**src/rtl/control_pkg.sv**
```systemverilog
// rtl/control_pkg.sv - shared encodings, opcodes and control word for control_sequencer
package control_pkg;

   typedef enum logic [3:0] {
      FOP_ADD = 4'd0,
      FOP_SUB = 4'd1,
      FOP_SLL = 4'd2,
      FOP_SRL = 4'd3,
      FOP_SRA = 4'd4,
      FOP_AND = 4'd5,
      FOP_OR  = 4'd6,
      FOP_XOR = 4'd7,
      FOP_IMM = 4'd8
   } fop_t;

   typedef enum logic [2:0] {
      NONE = 3'd0,
      BEQ  = 3'd1,
      BNE  = 3'd2,
      BLT  = 3'd3,
      BGE  = 3'd4,
      BLTU = 3'd5,
      BGEU = 3'd6,
      JMP  = 3'd7
   } b_t;

   typedef enum logic [1:0] {
      MEM_BYTE = 2'd0,
      MEM_HALF = 2'd1,
      MEM_WORD = 2'd2
   } mem_size_t;

   localparam logic [6:0] OPC_RTYPE  = 7'b0110011;
   localparam logic [6:0] OPC_ITYPE  = 7'b0010011;
   localparam logic [6:0] OPC_LOAD   = 7'b0000011;
   localparam logic [6:0] OPC_STORE  = 7'b0100011;
   localparam logic [6:0] OPC_LUI    = 7'b0110111;
   localparam logic [6:0] OPC_AUIPC  = 7'b0010111;
   localparam logic [6:0] OPC_BRANCH = 7'b1100011;
   localparam logic [6:0] OPC_JAL    = 7'b1101111;
   localparam logic [6:0] OPC_JALR   = 7'b1100111;

   typedef struct packed {
      logic      legal;
      fop_t      alu_op;
      b_t        branch_type;
      logic      reg_write_en;
      logic      alu_mux_en;
      logic      mem_to_reg;
      logic      pc_add_write_value;
      logic      read_next_pc;
      logic      slt;
      logic      slt_unsigned;
      logic      mem_read;
      logic      mem_write;
      mem_size_t mem_size;
      logic      mem_unsigned;
   } ctrl_word_t;

   function automatic logic is_mem_op(input ctrl_word_t w);
      return w.mem_read || w.mem_write;
   endfunction

endpackage

```
**src/rtl/control_sequencer_if.sv**
```systemverilog
// rtl/control_sequencer_if.sv - fetch/execute/memory bundle; CTRL_PERF_CNT_EN adds perf counters
interface control_sequencer_if;
   import control_pkg::*;

   logic        inst_valid;
   logic [31:0] inst;
   logic        inst_ready;
   logic        flush;
   logic        ex_ready;
   logic        ctrl_valid;
   fop_t        alu_op;
   b_t          branch_type;
   logic        reg_write_en;
   logic        alu_mux_en;
   logic        mem_to_reg;
   logic        pc_add_write_value;
   logic        read_next_pc;
   logic        slt;
   logic        slt_unsigned;
   logic        mem_read;
   logic        mem_write;
   mem_size_t   mem_size;
   logic        mem_unsigned;
   logic        mem_ack;
   logic        mem_err;
   logic        illegal_inst;
`ifdef CTRL_PERF_CNT_EN
   logic [31:0] retired_cnt;
   logic [31:0] stall_cnt;

   modport slave (
      input  inst_valid, inst, flush, ex_ready, mem_ack,
      output inst_ready, ctrl_valid, alu_op, branch_type, reg_write_en, alu_mux_en,
             mem_to_reg, pc_add_write_value, read_next_pc, slt, slt_unsigned,
             mem_read, mem_write, mem_size, mem_unsigned, mem_err, illegal_inst,
             retired_cnt, stall_cnt
   );
   modport master (
      output inst_valid, inst, flush, ex_ready, mem_ack,
      input  inst_ready, ctrl_valid, alu_op, branch_type, reg_write_en, alu_mux_en,
             mem_to_reg, pc_add_write_value, read_next_pc, slt, slt_unsigned,
             mem_read, mem_write, mem_size, mem_unsigned, mem_err, illegal_inst,
             retired_cnt, stall_cnt
   );
`else
   modport slave (
      input  inst_valid, inst, flush, ex_ready, mem_ack,
      output inst_ready, ctrl_valid, alu_op, branch_type, reg_write_en, alu_mux_en,
             mem_to_reg, pc_add_write_value, read_next_pc, slt, slt_unsigned,
             mem_read, mem_write, mem_size, mem_unsigned, mem_err, illegal_inst
   );
   modport master (
      output inst_valid, inst, flush, ex_ready, mem_ack,
      input  inst_ready, ctrl_valid, alu_op, branch_type, reg_write_en, alu_mux_en,
             mem_to_reg, pc_add_write_value, read_next_pc, slt, slt_unsigned,
             mem_read, mem_write, mem_size, mem_unsigned, mem_err, illegal_inst
   );
`endif
endinterface

```
**src/rtl/inst_decoder.sv**
```systemverilog
// rtl/inst_decoder.sv - combinational RV32I decode of a raw instruction into a control word
module inst_decoder
   import control_pkg::*;
(
   input  logic [31:0] inst_i,
   output ctrl_word_t  word_o
);

   logic [6:0] opcode;
   logic [2:0] funct3;
   logic       f7b5;
   logic       unused_bits;

   assign opcode      = inst_i[6:0];
   assign funct3      = inst_i[14:12];
   assign f7b5        = inst_i[30];
   assign unused_bits = ^{inst_i[31], inst_i[29:15], inst_i[11:7]};

   always_comb begin
      word_o = '0;
      case (opcode)
         OPC_RTYPE, OPC_ITYPE: begin
            word_o.legal        = 1'b1;
            word_o.reg_write_en = 1'b1;
            word_o.alu_mux_en   = (opcode == OPC_ITYPE);
            case (funct3)
               // addi has no sub form, so funct7[5] only matters for the R-type add
               3'b000:  word_o.alu_op = (opcode == OPC_RTYPE && f7b5) ? FOP_SUB : FOP_ADD;
               3'b001:  word_o.alu_op = FOP_SLL;
               3'b010: begin
                  word_o.alu_op = FOP_SUB;
                  word_o.slt    = 1'b1;
               end
               3'b011: begin
                  word_o.alu_op       = FOP_SUB;
                  word_o.slt          = 1'b1;
                  word_o.slt_unsigned = 1'b1;
               end
               3'b100:  word_o.alu_op = FOP_XOR;
               3'b101:  word_o.alu_op = f7b5 ? FOP_SRA : FOP_SRL;
               3'b110:  word_o.alu_op = FOP_OR;
               default: word_o.alu_op = FOP_AND;
            endcase
         end
         OPC_LOAD: begin
            word_o.legal        = funct3 inside {3'b000, 3'b001, 3'b010, 3'b100, 3'b101};
            word_o.reg_write_en = 1'b1;
            word_o.alu_mux_en   = 1'b1;
            word_o.mem_to_reg   = 1'b1;
            word_o.mem_read     = 1'b1;
            word_o.mem_size     = mem_size_t'(funct3[1:0]);
            word_o.mem_unsigned = funct3[2];
         end
         OPC_STORE: begin
            word_o.legal      = funct3 inside {3'b000, 3'b001, 3'b010};
            word_o.alu_mux_en = 1'b1;
            word_o.mem_write  = 1'b1;
            word_o.mem_size   = mem_size_t'(funct3[1:0]);
         end
         OPC_LUI: begin
            word_o.legal        = 1'b1;
            word_o.reg_write_en = 1'b1;
            word_o.alu_mux_en   = 1'b1;
            word_o.alu_op       = FOP_IMM;
         end
         OPC_AUIPC: begin
            word_o.legal              = 1'b1;
            word_o.reg_write_en       = 1'b1;
            word_o.alu_mux_en         = 1'b1;
            word_o.pc_add_write_value = 1'b1;
         end
         OPC_BRANCH: begin
            word_o.alu_op = FOP_SUB;
            word_o.legal  = 1'b1;
            case (funct3)
               3'b000:  word_o.branch_type = BEQ;
               3'b001:  word_o.branch_type = BNE;
               3'b100:  word_o.branch_type = BLT;
               3'b101:  word_o.branch_type = BGE;
               3'b110:  word_o.branch_type = BLTU;
               3'b111:  word_o.branch_type = BGEU;
               default: word_o.legal       = 1'b0;
            endcase
         end
         OPC_JAL: begin
            word_o.legal        = 1'b1;
            word_o.reg_write_en = 1'b1;
            word_o.branch_type  = JMP;
            word_o.read_next_pc = 1'b1;
         end
         OPC_JALR: begin
            word_o.legal              = (funct3 == 3'b000);
            word_o.reg_write_en       = 1'b1;
            word_o.alu_mux_en         = 1'b1;
            word_o.branch_type        = JMP;
            word_o.read_next_pc       = 1'b1;
            word_o.pc_add_write_value = 1'b1;
         end
         default: word_o = '0;
      endcase
   end

endmodule

```
**src/rtl/control_sequencer.sv**
```systemverilog
// rtl/control_sequencer.sv - handshaked decode register with memory-wait FSM and timeout
// CTRL_PERF_CNT_EN adds retired/stall counters to the bus.
module control_sequencer
   import control_pkg::*;
#(
   parameter int MEM_TIMEOUT = 16
) (
   input  logic                clk,
   input  logic                nRst,
   control_sequencer_if.slave  bus
);

   localparam int CNT_W = $clog2(MEM_TIMEOUT + 1);

   typedef enum logic [1:0] {IDLE, ISSUE, MEM} state_t;

   state_t           state_q, state_d;
   ctrl_word_t       word_q, word_d, dec_word;
   logic [CNT_W-1:0] cnt_q, cnt_d;
   logic             ctrl_valid_q, ctrl_valid_d;
   logic             mem_read_q, mem_read_d;
   logic             mem_write_q, mem_write_d;
   logic             mem_err_q, mem_err_d;
   logic             illegal_q, illegal_d;
   logic             inst_ready;
   logic             accept;
   logic             unused_word;

   inst_decoder u_decoder (
      .inst_i (bus.inst),
      .word_o (dec_word)
   );

   assign inst_ready = !bus.flush && ((state_q == IDLE) || (state_q == ISSUE && bus.ex_ready));
   assign accept     = inst_ready && bus.inst_valid;

   always_comb begin
      state_d   = state_q;
      word_d    = word_q;
      cnt_d     = cnt_q;
      mem_err_d = 1'b0;
      illegal_d = 1'b0;
      if (bus.flush) begin
         state_d = IDLE;
         cnt_d   = '0;
      end else begin
         case (state_q)
            IDLE, ISSUE: begin
               if (state_q == ISSUE && bus.ex_ready) state_d = IDLE;
               if (accept) begin
                  word_d = dec_word;
                  cnt_d  = '0;
                  if (!dec_word.legal) begin
                     illegal_d = 1'b1;
                     state_d   = IDLE;
                  end else if (is_mem_op(dec_word)) begin
                     state_d = MEM;
                  end else begin
                     state_d = ISSUE;
                  end
               end
            end
            MEM: begin
               // an ack arriving on the last allowed cycle still completes the access
               if (bus.mem_ack) begin
                  state_d = ISSUE;
                  cnt_d   = '0;
               end else if (cnt_q == CNT_W'(MEM_TIMEOUT - 1)) begin
                  state_d   = IDLE;
                  mem_err_d = 1'b1;
                  cnt_d     = '0;
               end else begin
                  cnt_d = cnt_q + CNT_W'(1);
               end
            end
            default: state_d = IDLE;
         endcase
      end
      ctrl_valid_d = (state_d == ISSUE);
      mem_read_d   = (state_d == MEM) && word_d.mem_read;
      mem_write_d  = (state_d == MEM) && word_d.mem_write;
   end

   always_ff @(posedge clk or negedge nRst) begin
      if (!nRst) begin
         state_q      <= IDLE;
         word_q       <= '0;
         cnt_q        <= '0;
         ctrl_valid_q <= 1'b0;
         mem_read_q   <= 1'b0;
         mem_write_q  <= 1'b0;
         mem_err_q    <= 1'b0;
         illegal_q    <= 1'b0;
      end else begin
         state_q      <= state_d;
         word_q       <= word_d;
         cnt_q        <= cnt_d;
         ctrl_valid_q <= ctrl_valid_d;
         mem_read_q   <= mem_read_d;
         mem_write_q  <= mem_write_d;
         mem_err_q    <= mem_err_d;
         illegal_q    <= illegal_d;
      end
   end

   assign bus.inst_ready         = inst_ready;
   assign bus.ctrl_valid         = ctrl_valid_q;
   assign bus.alu_op             = word_q.alu_op;
   assign bus.branch_type        = word_q.branch_type;
   assign bus.reg_write_en       = word_q.reg_write_en;
   assign bus.alu_mux_en         = word_q.alu_mux_en;
   assign bus.mem_to_reg         = word_q.mem_to_reg;
   assign bus.pc_add_write_value = word_q.pc_add_write_value;
   assign bus.read_next_pc       = word_q.read_next_pc;
   assign bus.slt                = word_q.slt;
   assign bus.slt_unsigned       = word_q.slt_unsigned;
   assign bus.mem_read           = mem_read_q;
   assign bus.mem_write          = mem_write_q;
   assign bus.mem_size           = word_q.mem_size;
   assign bus.mem_unsigned       = word_q.mem_unsigned;
   assign bus.mem_err            = mem_err_q;
   assign bus.illegal_inst       = illegal_q;
   assign unused_word            = word_q.legal ^ word_q.mem_read ^ word_q.mem_write;

`ifdef CTRL_PERF_CNT_EN
   logic [31:0] retired_q;
   logic [31:0] stall_q;
   logic        retire;
   logic        stall;

   assign retire = ctrl_valid_q && bus.ex_ready;
   assign stall  = (state_q == MEM) || (state_q == ISSUE && !bus.ex_ready);

   always_ff @(posedge clk or negedge nRst) begin
      if (!nRst) begin
         retired_q <= '0;
         stall_q   <= '0;
      end else begin
         retired_q <= retired_q + {31'd0, retire};
         stall_q   <= stall_q + {31'd0, stall};
      end
   end

   assign bus.retired_cnt = retired_q;
   assign bus.stall_cnt   = stall_q;
`else
   // counters are compiled out in the default build
`endif

endmodule
```
**src/flat_wrapper.sv**
```systemverilog
// flat-port wrapper written by rule: the top's interface ports become plain ports
module control_sequencer_flat import control_pkg::*;
#(
   parameter int MEM_TIMEOUT = 16
)
  (clk, nRst, bus_inst_valid, bus_inst, bus_flush, bus_ex_ready, bus_mem_ack, bus_inst_ready, bus_ctrl_valid, bus_alu_op, bus_branch_type, bus_reg_write_en, bus_alu_mux_en, bus_mem_to_reg, bus_pc_add_write_value, bus_read_next_pc, bus_slt, bus_slt_unsigned, bus_mem_read, bus_mem_write, bus_mem_size, bus_mem_unsigned, bus_mem_err, bus_illegal_inst);
  control_sequencer_if bus_i ();
  input  logic clk;
  input  logic nRst;
  input wire logic [$bits(bus_i.inst_valid)-1:0] bus_inst_valid;
  input wire logic [$bits(bus_i.inst)-1:0] bus_inst;
  input wire logic [$bits(bus_i.flush)-1:0] bus_flush;
  input wire logic [$bits(bus_i.ex_ready)-1:0] bus_ex_ready;
  input wire logic [$bits(bus_i.mem_ack)-1:0] bus_mem_ack;
  output wire logic [$bits(bus_i.inst_ready)-1:0] bus_inst_ready;
  output wire logic [$bits(bus_i.ctrl_valid)-1:0] bus_ctrl_valid;
  output wire logic [$bits(bus_i.alu_op)-1:0] bus_alu_op;
  output wire logic [$bits(bus_i.branch_type)-1:0] bus_branch_type;
  output wire logic [$bits(bus_i.reg_write_en)-1:0] bus_reg_write_en;
  output wire logic [$bits(bus_i.alu_mux_en)-1:0] bus_alu_mux_en;
  output wire logic [$bits(bus_i.mem_to_reg)-1:0] bus_mem_to_reg;
  output wire logic [$bits(bus_i.pc_add_write_value)-1:0] bus_pc_add_write_value;
  output wire logic [$bits(bus_i.read_next_pc)-1:0] bus_read_next_pc;
  output wire logic [$bits(bus_i.slt)-1:0] bus_slt;
  output wire logic [$bits(bus_i.slt_unsigned)-1:0] bus_slt_unsigned;
  output wire logic [$bits(bus_i.mem_read)-1:0] bus_mem_read;
  output wire logic [$bits(bus_i.mem_write)-1:0] bus_mem_write;
  output wire logic [$bits(bus_i.mem_size)-1:0] bus_mem_size;
  output wire logic [$bits(bus_i.mem_unsigned)-1:0] bus_mem_unsigned;
  output wire logic [$bits(bus_i.mem_err)-1:0] bus_mem_err;
  output wire logic [$bits(bus_i.illegal_inst)-1:0] bus_illegal_inst;
  assign bus_i.inst_valid = bus_inst_valid;
  assign bus_i.inst = bus_inst;
  assign bus_i.flush = bus_flush;
  assign bus_i.ex_ready = bus_ex_ready;
  assign bus_i.mem_ack = bus_mem_ack;
  assign bus_inst_ready = bus_i.inst_ready;
  assign bus_ctrl_valid = bus_i.ctrl_valid;
  assign bus_alu_op = bus_i.alu_op;
  assign bus_branch_type = bus_i.branch_type;
  assign bus_reg_write_en = bus_i.reg_write_en;
  assign bus_alu_mux_en = bus_i.alu_mux_en;
  assign bus_mem_to_reg = bus_i.mem_to_reg;
  assign bus_pc_add_write_value = bus_i.pc_add_write_value;
  assign bus_read_next_pc = bus_i.read_next_pc;
  assign bus_slt = bus_i.slt;
  assign bus_slt_unsigned = bus_i.slt_unsigned;
  assign bus_mem_read = bus_i.mem_read;
  assign bus_mem_write = bus_i.mem_write;
  assign bus_mem_size = bus_i.mem_size;
  assign bus_mem_unsigned = bus_i.mem_unsigned;
  assign bus_mem_err = bus_i.mem_err;
  assign bus_illegal_inst = bus_i.illegal_inst;
  control_sequencer #(.MEM_TIMEOUT(MEM_TIMEOUT)) u_core (.clk(clk), .nRst(nRst), .bus(bus_i));
endmodule
```
**config.mk**
```make
export PLATFORM = sky130hd
export DESIGN_NAME = control_sequencer_flat
export DESIGN_NICKNAME = d
export VERILOG_FILES = /design/src/rtl/control_pkg.sv /design/src/rtl/control_sequencer_if.sv /design/src/rtl/inst_decoder.sv /design/src/rtl/control_sequencer.sv /design/src/flat_wrapper.sv
export SDC_FILE = /design/constraint.sdc
export NUM_CORES = 1
export LEC_CHECK = 0
export BUFFER_PORTS_ARGS = -buffer_cell sky130_fd_sc_hd__buf_2
export CAP_MARGIN = 0
export CORE_MARGIN = 5
export CORE_UTILIZATION = 52
export CTS_CLUSTER_DIAMETER = 40
export DETAILED_ROUTE_END_ITERATION = 7
export HOLD_SLACK_MARGIN = 0.12
export PLACE_DENSITY = 0.84
export SETUP_SLACK_MARGIN = 0.5
export SLEW_MARGIN = 10
export SYNTH_ARGS = -nofsm -noshare
export SYNTH_HDL_FRONTEND = slang
export SYNTH_SLANG_ARGS = --single-unit
```
**constraint.sdc**
```tcl
create_clock -name clk -period 3.5 [get_ports clk]
set_input_delay 0.175 -clock clk [delete_from_list [all_inputs] [get_ports clk]]
set_output_delay 0.175 -clock clk [all_outputs]
set_load 0.02 [all_outputs]
```
# [Word level (Yosys, flattened, before mapping)]
# Cells that the tools add are included.
# W data, S select, Z words.
[totals] ff_bits=31 inputBits=38 output_inout_bits=23 elab_cells=113
[op_classes] addsub=1 n_eq_ne=22 n_mux=43 n_bitwise=1 n_reduce_logical=26
[ops] op="$pmux W3 S6" n=2
[ops] op="$mux W5" n=7
[ops] op="$eq A7 B6 Y1 const B" n=3
[ops] op="$eq A7 B7 Y1 const B" n=3
[ops] op="$mux W1" n=18
[ops] op="$mux W2" n=9
[ops] op="$eq A7 B5 Y1 const B" n=2
[ops] op="$eq A3 B3 Y1 const B" n=4
[ops] op="$pmux W4 S3" n=1
[ops] op="$reduce_or A2 Y1" n=6
[ops] op="$pmux W5 S2" n=1
[ops] op="$reduce_or A5 Y1" n=2
[ops] op="$eq A7 B2 Y1 const B" n=1
[ops] op="$reduce_or A7 Y1" n=1
[ops] op="$eq A3 B2 Y1 const B" n=2
[ops] op="$logic_and A1 B1 Y1" n=6
[ops] op="$pmux W3 S2" n=1
[ops] op="$reduce_bool A3 Y1" n=2
[ops] op="$reduce_or A6 Y1" n=1
[ops] op="$add A5 B1 Y5 const B" n=1
[ops] op="$eq A5 B4 Y1 const B" n=1
[ops] op="$pmux W1 S5" n=1
[ops] op="$reduce_bool A5 Y1" n=1
[ops] op="$eq A2 B1 Y1 const B" n=2
[ops] op="other kinds (13)" n=15

# [Longest topological paths before layout]
[depth] depth_word=10 depth_mapped=5 ltp_nobuf=5

# [Hierarchy]
# From an unflattened synthesis, not the netlist that was laid out.
[unflattened] hier_cells=174 area_unflattened_um2=1840.5
[modules_own_cells] module="control_sequencer" n_inst=1 cells_each=106 area_per_inst_um2=1436.4 seq_area_each_um2=775.7
[modules_own_cells] module="inst_decoder" n_inst=1 cells_each=68 area_per_inst_um2=404.1 seq_area_each_um2=0.0

# [Worst setup path before layout]
# OpenSTA, ideal clock, no wires.
[synth_path] path_type="input -> register" from="input bus_inst[4]" to="register u_core.word_q (netlist bit u_core.bus.branch_type[0])" setup_time_ns=0.065 t_arrival_ns=1.387 t_required_ns=3.435 setup_slack_ns=2.048 stages=5 path_buffers=1 cell_sequence="buf_6 -> and3b_2 -> or4b_4 -> o311ai_2 -> o21a_1"
[synth_via] elab_chain_cells=3 word_cells_on_any_way=5 cone_classes="eq/ne (3); mux (1); reduce/logical (1)"
[synth_lines] item="from (decl)" line="flat_wrapper.sv:11" text="input wire logic [$bits(bus_i.inst)-1:0] bus_inst;"
[synth_lines] item="$eq A7 B7 Y1" line="inst_decoder.sv:21" text="case (opcode)"
[synth_lines] item="$reduce_or A2 Y1 (no line)"
[synth_lines] item="$pmux W3 S2 *" line="inst_decoder.sv:21"
[synth_lines] item="to (signal assigned)" line="control_sequencer.sv:96" text="word_q <= word_d;"
[synth_lines] item="to (decl)" line="control_sequencer.sv:18" text="ctrl_word_t word_q, word_d, dec_word;"
# Mark *: on every way between the ends. The rest lies on a longest branch, timed or not.
# A chain may end at the register's enable or synchronous reset.

# [Worst setup path in the final report]
[layout_path] from="input bus_flush" to="register u_core.mem_read_q (netlist: u_core.bus.mem_read)"
[layout_via] elab_chain_cells=8 word_cells_on_any_way=11 cone_classes="eq/ne (1); mux (6); reduce/logical (4)"
[layout_lines] item="from (decl)" line="flat_wrapper.sv:12" text="input wire logic [$bits(bus_i.flush)-1:0] bus_flush;"
[layout_lines] item="$logic_not A1 Y1" line="control_sequencer.sv:34" text="assign inst_ready = !bus.flush && ((state_q == IDLE) || (state_q == ISSUE && bus.ex_ready));"
[layout_lines] item="$logic_and A1 B1 Y1" line="control_sequencer.sv:34"
[layout_lines] item="$logic_and A1 B1 Y1" line="control_sequencer.sv:35" text="assign accept = inst_ready && bus.inst_valid;"
[layout_lines] item="$mux W2" line="control_sequencer.sv:50" text="if (accept) begin"
[layout_lines] item="$pmux W2 S2" line="control_sequencer.sv:47" text="case (state_q)"
[layout_lines] item="$mux W2" line="control_sequencer.sv:43" text="if (bus.flush) begin"
[layout_lines] item="$eq A2 B2 Y1" line="control_sequencer.sv:80" text="mem_read_d = (state_d == MEM) && word_d.mem_read;"
[layout_lines] item="$logic_and A1 B1 Y1 *" line="control_sequencer.sv:80"
[layout_lines] item="via u_core.mem_read_d" line="control_sequencer.sv:21" text="logic mem_read_q, mem_read_d;"
[layout_lines] item="to (signal assigned)" line="control_sequencer.sv:99" text="mem_read_q <= mem_read_d;"
[layout_lines] item="to (decl)" line="control_sequencer.sv:21"
# Mark *: on every way through the listed nets, which the timed path passes. The rest lies on a longest branch.

==> flow_metrics.py <==
metrics = {
    "die": {
        "core_area_sq_um": 3028,
        "dieHeight_um": 66.12,
        "die_w_um": 66.12,
        "die_area_sq_um": 4372,
        "start_util": 0.5409,
        "ioPinCount": 61,
        "fp-row-count": 20,
    },
    "sta": {
        "fmaxAchievable_mhz": 466.0,
        "slew_headroom": 0.3895,
        "timing.final.crit_share": 0.6131,
        "fin_tns_setup_ns": 0,
        "rsz0062_at_grt": "false",
        "setup_viol": 0,
        "timing.hold.ws_ns": 0.1545,
        "finalHoldViolCount": 0,
        "tightest_slew_ns": 0.9131,
        "min_period_ns": 2.146,
        "final_max_slew_viol_count": 0,
        "setup_slack_ns": 1.354,
        "fin_skew_ns": 0.004374,
    },
    "flow_run": {
        "drv_cap": 0,
    },
    "route": {
        "drt_wl_total_um": 3655,
        "vias_per_cell": 5.764,
        "drt-initial-drc-count": 132,
        "drt_pass1_iterations": 4,
        "wire_per_inst_um": 15.10,
        "drc": 0,
        "num_vias": 1395,
        "ant_nets": 0,
    },
    "global_routing": {
        "grt_pass1_vias": 1354,
        "antenna_found_initial": 0,
        "grt_overflow_total": 0,
        "grt_use_total": 0.1845,
        "grt_first_pass_wirelength_um": 6223,
        "grt_max_degree": 32,
    },
    "cells_and_area": {
        "largest_register": "u_core.cnt_q",
        "final_common_cell": "buf_2",
        "fillers": 256,
        "fin_util": 0.6174,
        "largest_reg_flops": 5,
        "area_growth_pct": 14.13,
        "instances_no_fill": 242,
        "drive_gt1_frac": 0.2677,
        "antenna_cells": 0,
        "regArea_sq_um": 775.7,
        "mostFrequentLayoutCells": "buf_2, dfrtp_1, nand2_1",
        "multi_input_area_sq_um": 735.7,
        "nNetsFinal": 236,
        "stdcell_area_sq_um": 1869,
    },
    "clocking": {
        "h-tree-depth": 2,
        "numCtsBuffers": 5,
        "cts_max_path_buffers": 2,
        "clock-sinks": 31,
        "clk_pin_slew_worst_paths_ns": 0.09,
        "cts_root_buffer": "clkbuf_4",
        "cts_resized": 0,
        "clkLatencyLatePin_ns": 0.35,
        "tritoncts": "yes",
    },
    "worst_setup_path": {
        "crit_arrival_ns": 2.37,
        "slowest_delay_ns": 0.68,
        "cpLargestDelayFamily": "simple AND/OR/NAND/NOR gates",
        "required_ns": 3.72,
        "crit_path_end_kind": "flip-flop",
        "criticalPathCategory": "input pin to flip-flop",
        "path_max_fanout": 26,
        "cp_slowest_cell": "nand3_1",
        "path_buf_inv": 2,
        "crit_chain": "dlygate4sd3_1 -> buf_2 -> nor2_1 -> nand3_1 -> a32oi_1 -> a211oi_1",
        "critPathLaunchType": "input pin",
    },
    "power_and_ir_drop": {
        "power.total_mw": 0.7086,
        "power_density_nw_per_um2": 379.1,
        "ir_drop_uv": 251.2,
        "power_leakage_nw": 0.8909,
    },
    "yosys": {
        "avgSynthCellArea_sq_um": 9.866,
        "synth_ff_type": "dfrtp_1",
        "synth_fp_nets": 205,
        "seq_area_frac_synth": 0.4736,
        "synth_top_cell_area_share": 0.4736,
        "syn_area_sq_um": 1638,
        "synth_edf_count": 0,
        "synthTopCellsByArea": "dfrtp_1, nand2_1, buf_4",
        "ys_ff_latch": 31,
        "yosysTopAreaCell": "dfrtp_1",
        "yosysWarnings": 0,
        "netlist_instances": 166,
        "yosys.cell_types.count": 47,
        "async_reset_ff_frac": 1.000,
    },
    "worst_hold_path": {
        "hold_class": "input pin to flip-flop",
    },
    "place": {
        "placed_cells": 232,
        "dp_hpwl_um": 2637,
        "gp_congestion": 0.8056,
        "port_buffers": 39,
        "place_ws_ns": 1.527,
        "placed_cell_area_sq_um": 1780,
    },
    "status": {
        "status": "complete, no violations",
    },
}
==> final cells by class <==
type / instances / area share
Clock buffer: 8 / 0.03681
Inverter: 5 / 0.01004
Multi-Input combinational cell: 113 / 0.3936
Sequential cell: 31 / 0.4150
Tap cell: 44 / 0.02945
Timing Repair Buffer: 41 / 0.1151
==> worst paths after layout <==
check,startpoint,slack [ns],cells past startpoint,end
hold / removal,bus_inst[5],0.15,2,u_core.bus.mem_to_reg
setup reg to reg,u_core.state_q[1],1.46,4,u_core.bus.mem_read
hold reg to reg,u_core.bus.slt_unsigned,0.48,2,u_core.bus.slt_unsigned
setup / recovery,bus_flush,1.35,6,u_core.bus.mem_read
max in group asynchronous,nRst,2.66,2,u_core.cnt_q[3]
min in group asynchronous,nRst,0.40,2,u_core.bus.branch_type[0]
==> cell families (layout without fill, tap and decap cells) <==
group / Yosys count / after routing / synth area share
compound gates: 53 / 53 / 0.2269
xor+xnor: 1 / 1 / 0.005349
fa+ha+maj: 1 / 1 / 0.007638
buf+inv: 22 / 54 / 0.07716
flops: 31 / 31 / 0.4736
mux: 2 / 2 / 0.01299
simple gates: 56 / 56 / 0.1963
==> timing repair <==
action,CTS,global route
hold buffers,2,0
buffers inserted,0,0
hold endpoints to repair,33,0
==> per-layer routing <==
| metal | track usage | up-vias | routed length [um] |
|---|---|---|---|
| li1 | - | 660 | - |
| met1 | 0.2259 | 668 | 1546 |
| met2 | 0.2912 | 56 | 1725 |
| met3 | 0.04422 | 11 | 271 |
| met4 | 0.1117 | 0 | 111 |
| met5 | 0 | - | 0 |
==> worst register-to-register path, stage by stage, from the launching register on <==
cell      delay (ns)
dfrtp_1         0.42
nor2_1          0.20
nand3_1         0.68
a32oi_1         0.53
a211oi_1        0.10
==> report_power, final <==
| group | switching [mW] | internal (mW) |
|---|---|---|
| Sequential | 0.00415 | 0.367 |
| Combinational | 0.0623 | 0.0324 |
| Clock | 0.125 | 0.118 |
| Total | 0.192 | 0.517 |
==> synth_stat cells, drive strengths merged (3+ instances only) <==
master and instances:
a21oi 9, a32oi 3, and2 4, buf 12
clkbuf 5, dfrtp 31, inv 5, nand2 22
nand2b 3, nand3 3, nor2 7, nor2b 5
o21a 4, o21ai 12, o31ai 4, o41ai 3
Power figures use the tool's default switching activity.
